`src/rtl/proc_pkg.sv`:
```
// Shared definitions for the program sequencer: opcode values, instruction
// field positions, FSM state encoding and decoded opcode classes.
package proc_pkg;

  localparam logic [3:0] OP_NOP  = 4'h0;
  localparam logic [3:0] OP_ADDI = 4'h1;
  localparam logic [3:0] OP_ADD  = 4'h2;
  localparam logic [3:0] OP_JMP  = 4'h3;
  localparam logic [3:0] OP_OUT  = 4'hF;

  localparam int OPC_HI = 15;
  localparam int OPC_LO = 12;
  localparam int RD_HI  = 11;
  localparam int RD_LO  = 9;
  localparam int RS_HI  = 8;
  localparam int RS_LO  = 6;
  localparam int IMM_HI = 8;
  localparam int IMM_LO = 0;

  typedef enum logic [2:0] {
    S_IDLE,
    S_FETCH,
    S_EXEC,
    S_OUT_WAIT,
    S_HALT,
    S_STEP_WAIT
  } state_t;

  typedef enum logic [2:0] {
    C_NOP,
    C_ADDI,
    C_ADD,
    C_JMP,
    C_OUT
  } op_class_t;

endpackage

```
`src/rtl/instr_decode.sv`:
```
// Combinational instruction decoder: splits the latched instruction into
// fields and classifies the opcode; unknown opcodes decode as NOP + illegal.
module instr_decode
  import proc_pkg::*;
(
  input  logic [15:0] ir,
  output op_class_t   op_class,
  output logic [2:0]  rd,
  output logic [2:0]  rs,
  output logic [8:0]  imm9,
  output logic        alu_b_sel,
  output logic        is_write,
  output logic        is_illegal
);

  logic [3:0] opcode;

  assign opcode = ir[OPC_HI:OPC_LO];
  assign rd     = ir[RD_HI:RD_LO];
  assign rs     = ir[RS_HI:RS_LO];
  assign imm9   = ir[IMM_HI:IMM_LO];

  // NOTE: every output of a combinational block gets a default before the
  // case, so no path leaves it unassigned and no latch is inferred.
  always_comb begin
    op_class   = C_NOP;
    is_illegal = 1'b0;
    case (opcode)
      OP_NOP:  op_class = C_NOP;
      OP_ADDI: op_class = C_ADDI;
      OP_ADD:  op_class = C_ADD;
      OP_JMP:  op_class = C_JMP;
      OP_OUT:  op_class = C_OUT;
      default: is_illegal = 1'b1;
    endcase
  end

  assign alu_b_sel = (op_class == C_ADDI);
  assign is_write  = (op_class == C_ADDI) || (op_class == C_ADD);

endmodule

```
`src/rtl/prog_sequencer.sv`:
```
// Program sequencer FSM: fetches from a combinational ROM, decodes into
// register-file/ALU strobes and runs the OUT handshake. SINGLE_STEP_EN adds a step input.
module prog_sequencer
  import proc_pkg::*;
#(
  parameter int ADDR_W = 3,
  parameter bit WRAP   = 1'b0
) (
  input  logic              clk,
  input  logic              rst_n,
  input  logic              start,
`ifdef SINGLE_STEP_EN
  input  logic              step,
`endif
  output logic [ADDR_W-1:0] rom_addr,
  input  logic [15:0]       rom_data,
  output logic              rf_we,
  output logic [2:0]        rf_waddr,
  output logic [2:0]        rf_raddr_a,
  output logic [2:0]        rf_raddr_b,
  output logic              alu_b_sel,
  output logic [8:0]        imm9,
  output logic              out_valid,
  input  logic              out_ready,
  output logic              busy,
  output logic              halted,
  output logic              illegal
);

  localparam logic [ADDR_W-1:0] LAST_ADDR = '1;

`ifdef SINGLE_STEP_EN
  localparam state_t NEXT_FETCH = S_STEP_WAIT;
`else
  localparam state_t NEXT_FETCH = S_FETCH;
`endif

  state_t            state;
  logic [ADDR_W-1:0] pc;
  logic [15:0]       ir;

  op_class_t         op_class;
  logic [2:0]        rd;
  logic [2:0]        rs;
  logic              is_write;
  logic              is_illegal;
  logic              at_end;
  logic [ADDR_W-1:0] pc_inc;
  logic [ADDR_W-1:0] jmp_target;

  instr_decode u_decode (
    .ir         (ir),
    .op_class   (op_class),
    .rd         (rd),
    .rs         (rs),
    .imm9       (imm9),
    .alu_b_sel  (alu_b_sel),
    .is_write   (is_write),
    .is_illegal (is_illegal)
  );

  assign pc_inc     = pc + ADDR_W'(1);
  assign at_end     = !WRAP && (pc == LAST_ADDR);
  assign jmp_target = imm9[ADDR_W-1:0];

  // NOTE: sequential state uses non-blocking assignments only, so every
  // register samples pre-edge values regardless of statement order.
  always_ff @(posedge clk or negedge rst_n) begin
    if (!rst_n) begin
      state   <= S_IDLE;
      pc      <= '0;
      ir      <= '0;
      illegal <= 1'b0;
    end else begin
      case (state)
        S_IDLE, S_HALT: begin
          if (start) begin
            pc    <= '0;
            state <= S_FETCH;
          end
        end
        S_FETCH: begin
          ir    <= rom_data;
          state <= S_EXEC;
        end
        S_EXEC: begin
          if (is_illegal) illegal <= 1'b1;
          if (op_class == C_JMP) begin
            pc    <= jmp_target;
            state <= NEXT_FETCH;
          end else if (op_class == C_OUT) begin
            state <= S_OUT_WAIT;
          end else if (at_end) begin
            pc    <= '0;
            state <= S_HALT;
          end else begin
            pc    <= pc_inc;
            state <= NEXT_FETCH;
          end
        end
        S_OUT_WAIT: begin
          // pc stays on the OUT instruction until the output stage accepts
          if (out_ready) begin
            if (at_end) begin
              pc    <= '0;
              state <= S_HALT;
            end else begin
              pc    <= pc_inc;
              state <= NEXT_FETCH;
            end
          end
        end
`ifdef SINGLE_STEP_EN
        S_STEP_WAIT: begin
          if (step) state <= S_FETCH;
        end
`endif
        default: state <= S_IDLE;
      endcase
    end
  end

  // Status strobes decode the state register only, never rom_data.
  assign rom_addr   = pc;
  assign rf_we      = (state == S_EXEC) && is_write;
  assign rf_waddr   = rd;
  assign rf_raddr_a = rd;
  assign rf_raddr_b = rs;
  assign out_valid  = (state == S_OUT_WAIT);
  assign halted     = (state == S_HALT);
  assign busy       = (state == S_FETCH) || (state == S_EXEC) ||
                      (state == S_OUT_WAIT) || (state == S_STEP_WAIT);

endmodule

```
`config.mk`:
```
export PLATFORM = sky130hd
export DESIGN_NAME = prog_sequencer
export DESIGN_NICKNAME = d
export VERILOG_FILES = /design/src/rtl/proc_pkg.sv /design/src/rtl/instr_decode.sv /design/src/rtl/prog_sequencer.sv
export SDC_FILE = /design/constraint.sdc
export NUM_CORES = 1
export LEC_CHECK = 0
export CAP_MARGIN = 20
export CORE_MARGIN = 10
export CORE_UTILIZATION = 47
export DETAILED_ROUTE_END_ITERATION = 6
export GPL_ROUTABILITY_DRIVEN = 0
export PLACE_DENSITY = 0.86
export SLEW_MARGIN = 20
export SYNTH_ARGS = -nofsm -noshare
export SYNTH_HDL_FRONTEND = slang
export SYNTH_SLANG_ARGS = --single-unit
```
`constraint.sdc`:
```
create_clock -name clk -period 3.3 [get_ports clk]
set_input_delay 0.825 -clock clk [delete_from_list [all_inputs] [get_ports clk]]
set_output_delay 0.825 -clock clk [all_outputs]
set_load 0.01 [all_outputs]
```
==> flow_metrics.tcl, run 1 <==
set metrics [dict create \
    num_vias 811 \
    yosysSeqAreaShare_pct 46.1 \
    root_buffer "clkbuf_4" \
    status "finished, final reports clean" \
    hold_ws_ns 0.497 \
    maxSlewViolCount 0 \
    fillers 194 \
    worstMarginPinSlew_ns 0.948 \
    clkLatencyLatePin_ns 0.31 \
    grt_setup_unrepaired "false" \
    synth_area_um2 1250 \
    clockBufferDepth 2 \
    synthTopCellsByArea "dfrtp_1, mux2_4, buf_4, mux2_2, mux2i_1" \
    synth_nets 125 \
    cts_num_sinks 23 \
    hold_violations 0 \
    drv_cap 0 \
    firstDrtPassIters 4 \
    ctsHoldBuffers 0 \
    critPathTopFamily "buffers and inverters" \
    whs_endpoint "illegal" \
    worstPathMaxFanout 8 \
    synth_top_area_cell "dfrtp_1" \
    period_minus_slack_ns 2.71 \
    r2r_cells 3 \
    max_stage_delay_ns 0.59 \
    hp-class "flip-flop to flip-flop" \
    slowest_stage "clkdlybuf4s50_1" \
    nNetsFinal 156 \
    setup_viol 0 \
    die_area_um2 5120 \
    ys.warnings.count 0 \
    irDropWorstVdd_uv 584 \
    crit_path_end_kind "primary output" \
    r2r_end "ir[0]" \
    rows 18 \
    die_h_um 71.5 \
    synthAdderAreaFrac_pct 2.01 \
    r2r_setup_slack_ns 1.38 \
    cp.depth 3 \
    setup-tns-final_ns 0 \
    place.detailed.hpwl_um 2180 \
    clk_pin_slew_worst_paths_ns 0.13 \
    layout_commonest_cell "clkdlybuf4s50_1" \
    cellPowerDensity_nw_per_um2 961 \
    avgSynthCellArea_um2 12.1 \
    antennaDiodeCount 0 \
    hp-start "illegal" \
    synth_xor_area_share_pct 0.702 \
    critPathLaunchType "flip-flop" \
    relSlewSlack_pct 36.6 \
    first_global_vias 906 \
    drt-initial-drc-count 54 \
    initial_core_util_pct 49.9 \
    viasPerCell 4.98 \
    drcViolationCount 0 \
    critical_path_class "flip-flop to primary output" \
    yosys.area_share.simple_pct 10.5 \
    cts_tree "built" \
    worst-path-buf-inv 1 \
    p_leak_nw 0.682 \
    grt_use_total_pct 10.7 \
    antenna_found_initial 0 \
    path_cells "nand2b_1, nor4_1, clkdlybuf4s50_1" \
    grt_start_max_net_pins 24 \
    holdPathStages 1 \
    h-tree-depth 1 \
    synthCells 103 \
    final_cell_mix "clkdlybuf4s50_1, dfrtp_1, mux2_4" \
    skew_ns 0.00707 \
    r2r_start "state[0]" \
    synth-seq-cells 23 \
    crit_arrival_ns 1.88 \
    drive_gt1_share_pct 17.3 \
    port_buffers 46 \
    yosys-mux-area-fraction_pct 22.3 \
    synthDistinctLibCells 28 \
    postRouteAntennaNets 0 \
    drt-total-wl_um 2660 \
    finalCritPeriodShare_pct 82.1 \
    synth_top_family_by_area "multiplexers" \
    max_freq_mhz 369 \
    core-area_um2 2500 \
    cts_setup_buffers 0 \
    grt_first_pass_wirelength_um 4460 \
    crit_required_ns 2.47 \
    grt_overflow 0 \
    io_pins 47 \
    area_growth_pct 28.9 \
    post_drt_wl_per_cell_um 16.3 \
    synth_top_area_share_pct 46.1 \
    cts_resized 0 \
    synth_compound_area_share_pct 3.51 \
    cts_inserted_buffers 3 \
    die_w_um 71.5 \
]
[how the worst max path moves through the flow]
stage	end	start
2_1_floorplan	rf_we	ir[15]
3_3_place_gp	rf_we	state[2]
3_5_place_dp	rf_we	state[1]
4_1_cts	rf_we	state[2]
5_1_grt	rf_we	state[1]
6_report	rf_we	state[1]
[cells in the mapped netlist]
library cell,instances
buf_4,18
o21ai_1,1
inv_4,1
dfrtp_1,23
buf_12,1
a32o_1,1
o21ai_0,1
inv_1,2
buf_2,1
nor4_1,1
mux2_2,6
nor3b_1,3
a31o_2,1
nand4_1,1
ha_1,2
or2_1,1
nor3_1,1
nand2_1,6
mux2i_1,6
a21oi_1,3
buf_6,1
nor2_1,7
nand3b_1,1
nor3_4,1
nor2b_1,1
mux2_4,10
xnor2_1,1
nand2b_1,1
[per-layer routing]
metal / global-route usage (%) / wire, um / vias to the layer above
met5: 0 / 0 / -
met4: 1.51 / 6 / 0
met3: 5.23 / 200 / 2
met2: 19.4 / 1440 / 24
met1: 11.0 / 1020 / 393
li1: - / - / 392
[worst register-to-register path, stage by stage, from the launching register on]
cell	delay (ns)
dfrtp_1	0.53
inv_4	0.07
nor3_4	0.79
mux2_2	0.43
[power breakdown]
part / switching, W / internal, W / total (W)
sequential: 0.000132 / 0.000415 / 0.000547
clock: 0.0000825 / 0.0000472 / 0.000130
combinational: 0.000336 / 0.000533 / 0.000869
total: 0.000550 / 0.000995 / 0.00155
[final cells by class]
class                           count  area (um2)  share of cell area [%]
Clock buffer                        4        26.3                    1.63
Inverter                            3        13.8                   0.856
Multi-Input combinational cell     56         487                    30.3
Sequential cell                    23         576                    35.8
Tap cell                           30        37.5                    2.33
Timing Repair Buffer               47         468                    29.1
[cell families after synthesis]
family                     after synthesis
AOI/OAI and AO/OA                        7
muxes                                   22
adders and majority gates                2
and+or+nand+nor                         24
buffers and inverters                   24
xor gates and xnor gates                 1
DFF                                     23
[sequential cells by signal (all words and copies together), names as in the netlist]
register / flops
state: 3
illegal: 1
rom_addr: 3
ir: 16
[metrics by stage]
step	util [%]	instance area [um2]	instances	setup slack [ns]	power, W
floorplan	-	1250	103	1.40	0.00121
CTS	64.3	1610	163	0.590	0.00157
global placement	63.3	1580	159	0.988	0.00140
global route	64.3	1610	163	0.516	0.00166
finish	64.3	1610	163	0.592	0.00155
detailed placement	63.3	1580	159	0.944	0.00144
Power figures use the tool's default switching activity.
==> run 2, diff against run 1 <==
--- a/config.mk
+++ b/config.mk
@@ -7,10 +7,10 @@
 export LEC_CHECK = 0
 export CAP_MARGIN = 20
 export CORE_MARGIN = 10
-export CORE_UTILIZATION = 47
+export CORE_UTILIZATION = 39
 export DETAILED_ROUTE_END_ITERATION = 6
 export GPL_ROUTABILITY_DRIVEN = 0
-export PLACE_DENSITY = 0.86
+export PLACE_DENSITY = 0.76
 export SLEW_MARGIN = 20
 export SYNTH_ARGS = -nofsm -noshare
 export SYNTH_HDL_FRONTEND = slang
==> constraint.sdc (replaced) <==
create_clock -name clk -period 2.24 [get_ports clk]
set_input_delay 0.56 -clock clk [delete_from_list [all_inputs] [get_ports clk]]
set_output_delay 0.56 -clock clk [all_outputs]
set_load 0.01 [all_outputs]
==> flow_metrics.tcl, run 2 (synthesis gave the netlist of run 1 again) <==
set metrics [dict create \
    status "finished, final reports clean" \
    place_ws_ns 0.175 \
    fillers 291 \
    final_util_pct 54.5 \
    die_h_um 76.6 \
    root_buffer "clkbuf_4" \
    critical_path_class "flip-flop to primary output" \
    h-tree-depth 1 \
    nNetsFinal 160 \
    largest_reg_flops 16 \
    viasPerCell 4.57 \
    path_cells "buf_4, nor2_1, a21oi_1, clkdlybuf4s50_1" \
    max_freq_mhz 471 \
    worstMarginPinSlew_ns 0.372 \
    post_drt_wl_per_cell_um 15.3 \
    drt-total-wl_um 2760 \
    period_minus_slack_ns 2.12 \
    drive_gt1_share_pct 21.2 \
    cellPowerDensity_nw_per_um2 1390 \
    drt-initial-drc-count 33 \
    multi_input_area_um2 492 \
    irDropWorstVdd_uv 763 \
    die_area_um2 5860 \
    clockBufferDepth 2 \
    internal_power_w 0.00149 \
    cts_num_sinks 23 \
    postRouteAntennaNets 0 \
    rows 20 \
    crit_path_end_kind "primary output" \
    critPathTopFamily "buffers and inverters" \
    cts_setup_buffers 0 \
    max_stage_delay_ns 0.55 \
    firstDrtPassIters 3 \
    skew_ns 0.000741 \
    hp-class "flip-flop to flip-flop" \
    place.detailed.hpwl_um 2260 \
    regMostFlops "ir" \
    worstPathMaxFanout 6 \
    area_growth_pct 33.4 \
    antenna_found_initial 0 \
    finalCritPeriodShare_pct 94.9 \
    final_cell_mix "clkdlybuf4s50_1, dfrtp_1, mux2_4" \
    grt_setup_unrepaired "false" \
    drcViolationCount 0 \
    hold_violations 0 \
    p_seq_share_pct 34.5 \
    initial_core_util_pct 40.9 \
    setup_slack_ns 0.115 \
    worst-path-buf-inv 2 \
    slowest_stage "clkdlybuf4s50_1" \
    grt_first_pass_wirelength_um 4600 \
    clkLatencyLatePin_ns 0.30 \
    first_global_vias 927 \
    die_w_um 76.6 \
    antennaDiodeCount 0 \
    seqCellArea_um2 577 \
    power_switching_w 0.000816 \
    final_area_um2 1660 \
    setup_viol 0 \
    grt_use_total_pct 9.60 \
    p_sw_share_pct 35.3 \
    setup-tns-final_ns 0 \
    crit_required_ns 1.68 \
    io_pins 47 \
    core-area_um2 3050 \
    layout_commonest_cell "clkdlybuf4s50_1" \
    clk_pin_slew_worst_paths_ns 0.12 \
    cts_inserted_buffers 3 \
    cts_tree "built" \
    p_leak_nw 0.745 \
    drv_cap 0 \
    maxSlewViolCount 0 \
    port_buffers 46 \
    crit_arrival_ns 1.56 \
    grt_start_max_net_pins 24 \
    relSlewSlack_pct 75.1 \
    p_comb_share_pct 57.5 \
    place_area_um2 1630 \
    grt_overflow 0 \
    clkPwrFrac_pct 8.0 \
    critPathLaunchType "flip-flop" \
    num_vias 827 \
]
==> run 2: power groups by stage <==
stage | Sequential, W | Combinational (W) | Clock, W
floorplan | 0.000748 | 0.00104 | 0
global placement | 0.000787 | 0.00132 | 0
detailed placement | 0.000799 | 0.00136 | 0
CTS | 0.000794 | 0.00136 | 0.000200
global route | 0.000829 | 0.00144 | 0.000220
finish | 0.000797 | 0.00133 | 0.000184
==> run 2: worst paths after layout <==
| kind | from | endpoint | slack, ns | cells after the start |
|---|---|---|---|---|
| worst max-delay path | state[1] | busy | 0.12 | 4 |
| min in group asynchronous | rst_n | state[2] | 0.60 | 2 |
| worst min register to register | illegal | illegal | 0.51 | 1 |
| max in group asynchronous | rst_n | state[0] | 1.39 | 2 |
| worst max register to register | state[1] | ir[7] | 0.60 | 4 |
| worst min-delay path | illegal | illegal | 0.51 | 1 |
==> run 2: metal layers <==
layer | track usage [%] | routed length [um] | part of all wire (%)
met5 | 0 | 0 | 0
met4 | 5.02 | 41 | 1.5
met3 | 3.18 | 192 | 7.0
met2 | 16.8 | 1430 | 52
met1 | 9.92 | 1100 | 40
==> run 2: final cells by class <==
class | instances | area share (%)
clock buffer | 4 | 1.58
tap | 44 | 3.31
sequential | 23 | 34.7
timing repair buffer | 51 | 30.1
inverter | 3 | 0.827
multi-input combinational | 56 | 29.5
==> run 2: through the flow <==
step / std cells / hold slack [ns] / power, W
2_1_floorplan: 103 / 0.264 / 0.00178
3_3_place_gp: 177 / 0.471 / 0.00210
3_5_place_dp: 177 / 0.497 / 0.00216
4_1_cts: 181 / 0.527 / 0.00235
5_1_grt: 181 / 0.543 / 0.00249
6_report: 181 / 0.513 / 0.00231
==> run 2: timing repair <==
| action | in CTS | in global routing |
|---|---|---|
| endpoints found under the setup margin | 3 | 3 |
| cloned | 0 | 0 |
| resized for setup | 3 | 3 |
| hold buffers | 0 | 0 |
